--- src/rtl/decode_seq_if.sv ---
// Instruction/data-RAM handshake and control-output bundle shared by the decode sequencer and its environment.
// The master modport is the sequencer side; the slave modport is the RAM/datapath side.
interface decode_seq_if #(
  parameter int RW = 3,
  parameter int IW = 7 + 3 * RW
);
  localparam int NREG = 1 << RW;

  logic [IW-1:0]   instr;
  logic            instr_valid;
  logic            COND_result;
  logic            mem_ready;
  logic            resume;

  logic [NREG-1:0] R_en;
  logic            R0_count;
  logic [RW-1:0]   s1;
  logic [RW-1:0]   s2;
  logic [RW-1:0]   s3;
  logic            s4;
  logic            RAMd_wren;
  logic            RAMd_en;
  logic            RAMi_en;
  logic            ALU_en;
  logic [1:0]      state;
  logic [15:0]     retired;

  modport master (
    input  instr, instr_valid, COND_result, mem_ready, resume,
    output R_en, R0_count, s1, s2, s3, s4,
           RAMd_wren, RAMd_en, RAMi_en, ALU_en, state, retired
  );

  modport slave (
    output instr, instr_valid, COND_result, mem_ready, resume,
    input  R_en, R0_count, s1, s2, s3, s4,
           RAMd_wren, RAMd_en, RAMi_en, ALU_en, state, retired
  );
endinterface

--- src/rtl/decode_seq.sv ---
// Multi-cycle instruction decode sequencer: FETCH / EXEC1 / EXEC2 / HALT with register-enable generation.
// Optional retired-instruction counter enabled by defining DECODE_SEQ_RETIRE_CNT_EN.
module decode_seq #(
  parameter int RW      = 3,
  parameter int IW      = 16,
  parameter int MUL_LAT = 1
) (
  input  logic        CLK,
  input  logic        RESET,
  decode_seq_if.master bus
);

  localparam int NREG = 1 << RW;
  localparam logic [1:0] MUL_CNT = 2'(MUL_LAT - 1);
  localparam logic [IW-1:0] NOP_WORD = {1'b0, 6'b111110, {(3*RW){1'b0}}};

  typedef enum logic [1:0] {
    FETCH = 2'd0,
    EXEC1 = 2'd1,
    EXEC2 = 2'd2,
    HALT  = 2'd3
  } state_t;

  state_t        state_q;
  state_t        state_nxt;
  logic [IW-1:0] ir_q;
  logic          ir_load;
  logic [1:0]    cnt_q;
  logic [1:0]    cnt_nxt;

  logic          msb;
  logic          ls;
  logic [5:0]    op;
  logic [RW-1:0] rls;
  logic [RW-1:0] rd;
  logic [RW-1:0] rs1;
  logic [RW-1:0] rs2;

  logic is_ujmp;
  logic is_jmp;
  logic is_mul;
  logic is_nop;
  logic is_stp;
  logic is_alu;
  logic is_load;
  logic is_store;
  logic is_mem;
  logic complete;

  assign msb = ir_q[IW-1];
  assign ls  = ir_q[IW-2];
  assign op  = ir_q[IW-2 -: 6];
  assign rls = ir_q[IW-3 -: RW];
  assign rd  = ir_q[3*RW-1 -: RW];
  assign rs1 = ir_q[2*RW-1 -: RW];
  assign rs2 = ir_q[RW-1:0];

  // Instruction classes; anything in the register space not otherwise named is an ALU op.
  assign is_ujmp  = !msb && (op[5:2] == 4'b0000);
  assign is_jmp   = !msb && ((op[5:2] == 4'b0001) || (op[5:2] == 4'b0010));
  assign is_mul   = !msb && ((op == 6'b011100) || (op == 6'b011101) || (op == 6'b011110));
  assign is_nop   = !msb && (op == 6'b111110);
  assign is_stp   = !msb && (op == 6'b111111);
  assign is_alu   = !msb && !(is_ujmp || is_jmp || is_mul || is_nop || is_stp);
  assign is_load  = msb && !ls;
  assign is_store = msb && ls;
  assign is_mem   = msb;

  // The one EXEC1 cycle per instruction where single-shot pulses are allowed.
  assign complete = (state_q == EXEC1) && !(is_mem && !bus.mem_ready);

  function automatic logic [NREG-1:0] onehot(input logic [RW-1:0] idx);
    return {{(NREG-1){1'b0}}, 1'b1} << idx;
  endfunction

  always_ff @(posedge CLK) begin
    if (RESET) begin
      state_q <= FETCH;
      ir_q    <= NOP_WORD;
      cnt_q   <= 2'd0;
    end else begin
      state_q <= state_nxt;
      cnt_q   <= cnt_nxt;
      if (ir_load) begin
        ir_q <= bus.instr;
      end
    end
  end

  always_comb begin
    state_nxt = state_q;
    cnt_nxt   = cnt_q;
    ir_load   = 1'b0;
    case (state_q)
      FETCH: begin
        if (bus.instr_valid) begin
          state_nxt = EXEC1;
          ir_load   = 1'b1;
        end
      end
      EXEC1: begin
        if (is_stp) begin
          state_nxt = HALT;
        end else if (is_mem && !bus.mem_ready) begin
          state_nxt = EXEC1;
        end else if (is_load || is_mul) begin
          state_nxt = EXEC2;
          cnt_nxt   = is_mul ? MUL_CNT : 2'd0;
        end else begin
          state_nxt = FETCH;
        end
      end
      EXEC2: begin
        if (cnt_q != 2'd0) begin
          cnt_nxt = cnt_q - 2'd1;
        end else begin
          state_nxt = FETCH;
        end
      end
      HALT: begin
        if (bus.resume) begin
          state_nxt = FETCH;
        end
      end
      default: state_nxt = FETCH;
    endcase
  end

  logic [NREG-1:0] r_en;
  logic            r0_count;
  logic [RW-1:0]   sel1;
  logic [RW-1:0]   sel2;
  logic [RW-1:0]   sel3;
  logic            sel4;
  logic            ramd_wren;
  logic            ramd_en;
  logic            rami_en;
  logic            alu_en;

  // Register writes land either at EXEC1 completion or in the last EXEC2 cycle, never both.
  always_comb begin
    r_en      = '0;
    r0_count  = 1'b0;
    sel1      = '0;
    sel2      = '0;
    sel3      = '0;
    sel4      = 1'b0;
    ramd_wren = 1'b0;
    ramd_en   = 1'b0;
    rami_en   = 1'b0;
    alu_en    = 1'b0;
    case (state_q)
      FETCH: begin
        rami_en = 1'b1;
      end
      EXEC1: begin
        sel4    = !is_mem;
        ramd_en = is_mem;
        alu_en  = is_mem;
        if (is_alu || is_mul) begin
          sel1 = rs1;
          sel2 = rs2;
          sel3 = rd;
        end else if (is_store) begin
          sel1 = rls;
        end
        if (complete) begin
          r0_count  = !(is_ujmp || is_jmp || is_stp);
          ramd_wren = is_store;
          if (is_alu) begin
            r_en = onehot(rd);
          end else if (is_ujmp || (is_jmp && bus.COND_result)) begin
            r_en = onehot('0);
          end
        end
      end
      EXEC2: begin
        sel4   = !is_mem;
        alu_en = is_mem;
        if (cnt_q == 2'd0) begin
          if (is_load) begin
            r_en = onehot(rls);
          end else if (is_mul) begin
            r_en = onehot(rd);
          end
        end
      end
      default: begin
      end
    endcase
  end

  assign bus.R_en      = r_en;
  assign bus.R0_count  = r0_count;
  assign bus.s1        = sel1;
  assign bus.s2        = sel2;
  assign bus.s3        = sel3;
  assign bus.s4        = sel4;
  assign bus.RAMd_wren = ramd_wren;
  assign bus.RAMd_en   = ramd_en;
  assign bus.RAMi_en   = rami_en;
  assign bus.ALU_en    = alu_en;
  assign bus.state     = state_q;

`ifdef DECODE_SEQ_RETIRE_CNT_EN
  logic [15:0] retired_q;
  logic        retire_evt;

  // An instruction retires when execution hands back to FETCH or stops in HALT.
  assign retire_evt = ((state_q == EXEC1) || (state_q == EXEC2)) &&
                      ((state_nxt == FETCH) || (state_nxt == HALT));

  always_ff @(posedge CLK) begin
    if (RESET) begin
      retired_q <= 16'd0;
    end else if (retire_evt) begin
      retired_q <= retired_q + 16'd1;
    end
  end

  assign bus.retired = retired_q;
`else
  assign bus.retired = 16'd0;
`endif

endmodule
--- src/flat_wrapper.sv ---
// flat-port wrapper written by rule: the top's interface ports become plain ports
module decode_seq_flat 
#(
  parameter int RW      = 3,
  parameter int IW      = 16,
  parameter int MUL_LAT = 1
)
  (CLK, RESET, bus_instr, bus_instr_valid, bus_COND_result, bus_mem_ready, bus_resume, bus_R_en, bus_R0_count, bus_s1, bus_s2, bus_s3, bus_s4, bus_RAMd_wren, bus_RAMd_en, bus_RAMi_en, bus_ALU_en, bus_state, bus_retired);
  decode_seq_if #(.RW(RW), .IW(IW)) bus_i ();
  input  logic CLK;
  input  logic RESET;
  input wire logic [$bits(bus_i.instr)-1:0] bus_instr;
  input wire logic [$bits(bus_i.instr_valid)-1:0] bus_instr_valid;
  input wire logic [$bits(bus_i.COND_result)-1:0] bus_COND_result;
  input wire logic [$bits(bus_i.mem_ready)-1:0] bus_mem_ready;
  input wire logic [$bits(bus_i.resume)-1:0] bus_resume;
  output wire logic [$bits(bus_i.R_en)-1:0] bus_R_en;
  output wire logic [$bits(bus_i.R0_count)-1:0] bus_R0_count;
  output wire logic [$bits(bus_i.s1)-1:0] bus_s1;
  output wire logic [$bits(bus_i.s2)-1:0] bus_s2;
  output wire logic [$bits(bus_i.s3)-1:0] bus_s3;
  output wire logic [$bits(bus_i.s4)-1:0] bus_s4;
  output wire logic [$bits(bus_i.RAMd_wren)-1:0] bus_RAMd_wren;
  output wire logic [$bits(bus_i.RAMd_en)-1:0] bus_RAMd_en;
  output wire logic [$bits(bus_i.RAMi_en)-1:0] bus_RAMi_en;
  output wire logic [$bits(bus_i.ALU_en)-1:0] bus_ALU_en;
  output wire logic [$bits(bus_i.state)-1:0] bus_state;
  output wire logic [$bits(bus_i.retired)-1:0] bus_retired;
  assign bus_i.instr = bus_instr;
  assign bus_i.instr_valid = bus_instr_valid;
  assign bus_i.COND_result = bus_COND_result;
  assign bus_i.mem_ready = bus_mem_ready;
  assign bus_i.resume = bus_resume;
  assign bus_R_en = bus_i.R_en;
  assign bus_R0_count = bus_i.R0_count;
  assign bus_s1 = bus_i.s1;
  assign bus_s2 = bus_i.s2;
  assign bus_s3 = bus_i.s3;
  assign bus_s4 = bus_i.s4;
  assign bus_RAMd_wren = bus_i.RAMd_wren;
  assign bus_RAMd_en = bus_i.RAMd_en;
  assign bus_RAMi_en = bus_i.RAMi_en;
  assign bus_ALU_en = bus_i.ALU_en;
  assign bus_state = bus_i.state;
  assign bus_retired = bus_i.retired;
  decode_seq #(.RW(RW), .IW(IW), .MUL_LAT(MUL_LAT)) u_core (.CLK(CLK), .RESET(RESET), .bus(bus_i));
endmodule
--- config.mk ---
export PLATFORM = sky130hd
export DESIGN_NAME = decode_seq_flat
export DESIGN_NICKNAME = d
export VERILOG_FILES = /design/src/rtl/decode_seq_if.sv /design/src/rtl/decode_seq.sv /design/src/flat_wrapper.sv
export SDC_FILE = /design/constraint.sdc
export NUM_CORES = 1
export LEC_CHECK = 0
export CAP_MARGIN = 20
export CORE_ASPECT_RATIO = 0.9
export CORE_MARGIN = 4
export CORE_UTILIZATION = 43
export DETAILED_ROUTE_END_ITERATION = 10
export PLACE_DENSITY = 0.8
export SLEW_MARGIN = 20
export SYNTH_ARGS = -nofsm -noshare
export SYNTH_HDL_FRONTEND = slang
export SYNTH_SLANG_ARGS = --single-unit
--- constraint.sdc ---
create_clock -name CLK -period 2.9 [get_ports CLK]
set_clock_uncertainty 0.15 [all_clocks]
set_input_delay 0.58 -clock CLK [delete_from_list [all_inputs] [get_ports CLK]]
set_output_delay 0.58 -clock CLK [all_outputs]
set_load 0.1 [all_outputs]
==> results.tsv <==
metric	value	unit
status	complete, no violations	
synth-compound-area-share	0.202	
drv_cap	0	
layout_commonest_cell	nand2_1	
clock-sinks	20	
die-area	4590	um2
min_from	u_core.ir_q[2]	
gp_congestion	0.926	
avgSynthCellArea	7.42	um2
portBuffers	46	
finish.utilization	0.755	
synth-simple-area-share	0.337	
clk_latency	0.26	ns
cts-buffers-inserted	3	
finalCritPeriodShare	0.987	
worstSetupPathType	register to output pin	
fmaxAchievable	349	MHz
cp.arrival	2.13	ns
drt-wirelength-per-cell	16.8	um
drive_gt1_frac	0.345	
via_count	1721	
wirelength	5.17	mm
die_w	71.0	um
clkTransAtPathRegs	0.08	ns
multi_input_area	1190	um2
rsz0062_at_grt	yes	
synthArstFlopShare	0	
grt_pass1_wl	7.56	mm
slew_headroom	0.635	
synth_top_family_by_area	simple AND/OR/NAND/NOR gates	
ys.flop_type	dfxtp_1	
cts_hold_buf	0	
hpwl	3.45	mm
cp.required	2.17	ns
clockBufferDepth	2	
synth-adder-area-share	0.0489	
hold_viol_final	0	
drt-vias-per-instance	5.59	
h-tree-depth	1	
synthMuxAreaShare	0	
core_region_area	3400	um2
worstPathCellList	inv_4, ha_4, buf_4, nand3_4, nor4_4, a41oi_4, o31ai_4, buf_12	
synthCells	207	
synth_xor_area_frac	0	
slowest_delay	0.38	ns
synth_seq_cells	20	
track_usage	0.204	
antenna_cells	0	
fin_crit	2.86	ns
ant_nets	0	
startpoint	u_core.bus.state[0]	
grt_overflow	0	
power	1050	uW
worstSetupStartpointType	register	
hold_class	register to register	
critPathCaptureType	output pin	
worstPathMaxFanout	4	
initial_core_util	0.451	
power.density	410	nW/um2
synth_cell_type_count	47	
rr_startpoint	u_core.bus.state[0]	
fill_cells	236	
nets	293	
synth-edff-count	0	
setup_viol	0	
ios	63	
grt_max_degree	24	
final_max_slew_viol_count	0	
dr.pass1.iters	4	
root_buffer	clkbuf_8	
drtIter0Drc	109	
drc	0	
layout_common_cells	nand2_1, buf_4, clkdlybuf4s50_1, buf_12, conb_1	
ff_latch_area	413	um2
grt_pass1_vias	1581	
yosys_warnings	0	
cts_tree	built	
peakVddDrop	0.374	mV
syn-cell-area	1540	um2
rows	20	
die_h	64.7	um
syn_to_final_growth	67.4	%
worst_pin_slew	0.546	ns
crit_path_top_delay_cell	dfxtp_4	
antenna_found_initial	0	
ys_seq_area_frac	0.261	
leakage	0.000996	uW
[per-layer routing]
metal | GRT usage | wire (um) | vias up | part of all wire
met4 | 0.0798 | 203 | 0 | 0.039
met5 | 0 | 0 | - | 0
met2 | 0.346 | 2570 | 91 | 0.50
li1 | - | - | 809 | -
met3 | 0.0310 | 356 | 19 | 0.069
met1 | 0.257 | 2050 | 802 | 0.40
[cells by family (layout without fill, tap and decap cells)]
logic type               count (synthesis)  count (layout)
AND/OR/NAND/NOR                         98              98
AO/OA/AOI/OAI                           43              43
buffers and inverters                   39              81
flip-flops                              20              20
adder cells (fa/ha/maj)                  6               6
other                                    1              16
[report_power, final]
part	switching (uW)	internal (uW)
Clock	95.9	121
Sequential	37.2	294
Combinational	344	162
[critical path, delay by kind of cell, from the launching register on]
kind / cells / cell delay (ns)
DFF: 1 / 0.38
buffers and inverters: 3 / 0.39
adders and majority gates: 1 / 0.27
and+or+nand+nor: 2 / 0.46
AOI/OAI and AO/OA: 2 / 0.35
[worst paths after layout]
check                        endpoint  slack (ns)  cells past startpoint
hold reg to reg        u_core.ir_q[2]        0.31                      2
hold / removal         u_core.ir_q[2]        0.31                      2
setup reg to reg  u_core.bus.state[0]        0.99                      7
setup / recovery          bus_R_en[4]        0.04                      8
[stage by stage]
stage | setup slack (ns) | instances | hold slack, ns | area, um2 | TNS (ns)
2_1_floorplan | -0.318 | 222 | 0.282 | 1780 | -1.77
3_3_place_gp | 0.260 | 292 | 0.290 | 2360 | 0
3_5_place_dp | 0.207 | 292 | 0.298 | 2360 | 0
4_1_cts | -0.0272 | 299 | 0.309 | 2460 | -0.0272
5_1_grt | -0.0443 | 308 | 0.338 | 2570 | -0.130
6_report | 0.0363 | 308 | 0.311 | 2570 | 0
[registers in the layout (all words and copies together), names as in the netlist]
signal            cells
u_core.bus.state      2
u_core.ir_q          16
u_core.cnt_q          2
[area by class of cell]
type,instances,share of cell area
flip-flops and latches,20,0.161
inverters,10,0.0156
clock buffers,4,0.0214
multi-input cells,163,0.463
well taps,44,0.0214
repair buffers,67,0.318
[cell usage after synthesis (2+ instances only)]
cell,instances,area (um2)
inv_1,10,37.5
a211oi_1,2,15.0
and2_1,2,12.5
buf_2,2,10.0
nor3_1,4,20.0
buf_6,2,22.5
nor3b_1,3,22.5
nand2b_1,5,31.3
nor2_1,6,22.5
ha_1,6,75.1
buf_4,17,128
a31oi_1,2,12.5
buf_1,2,7.51
a21oi_1,13,65.1
and3_2,5,37.5
nand4_1,2,12.5
or4_1,2,15.0
nor4b_1,2,17.5
nand3b_1,8,60.1
a32oi_1,3,26.3
clkbuf_1,6,22.5
nand2_1,42,158
dfxtp_1,20,400
and3_1,2,12.5
a211o_1,2,17.5
nor2b_1,4,25.0
nand3_1,6,30.0
o21ai_0,8,40.0
[what timing repair did]
action | 4_1_cts | 5_1_grt
pin swaps | 2 | 4
gates cloned | 0 | 0
setup buffers | 3 | 9
endpoints found under the setup margin | 4 | 12
gates resized for setup | 5 | 8
Power figures use the tool's default switching activity.
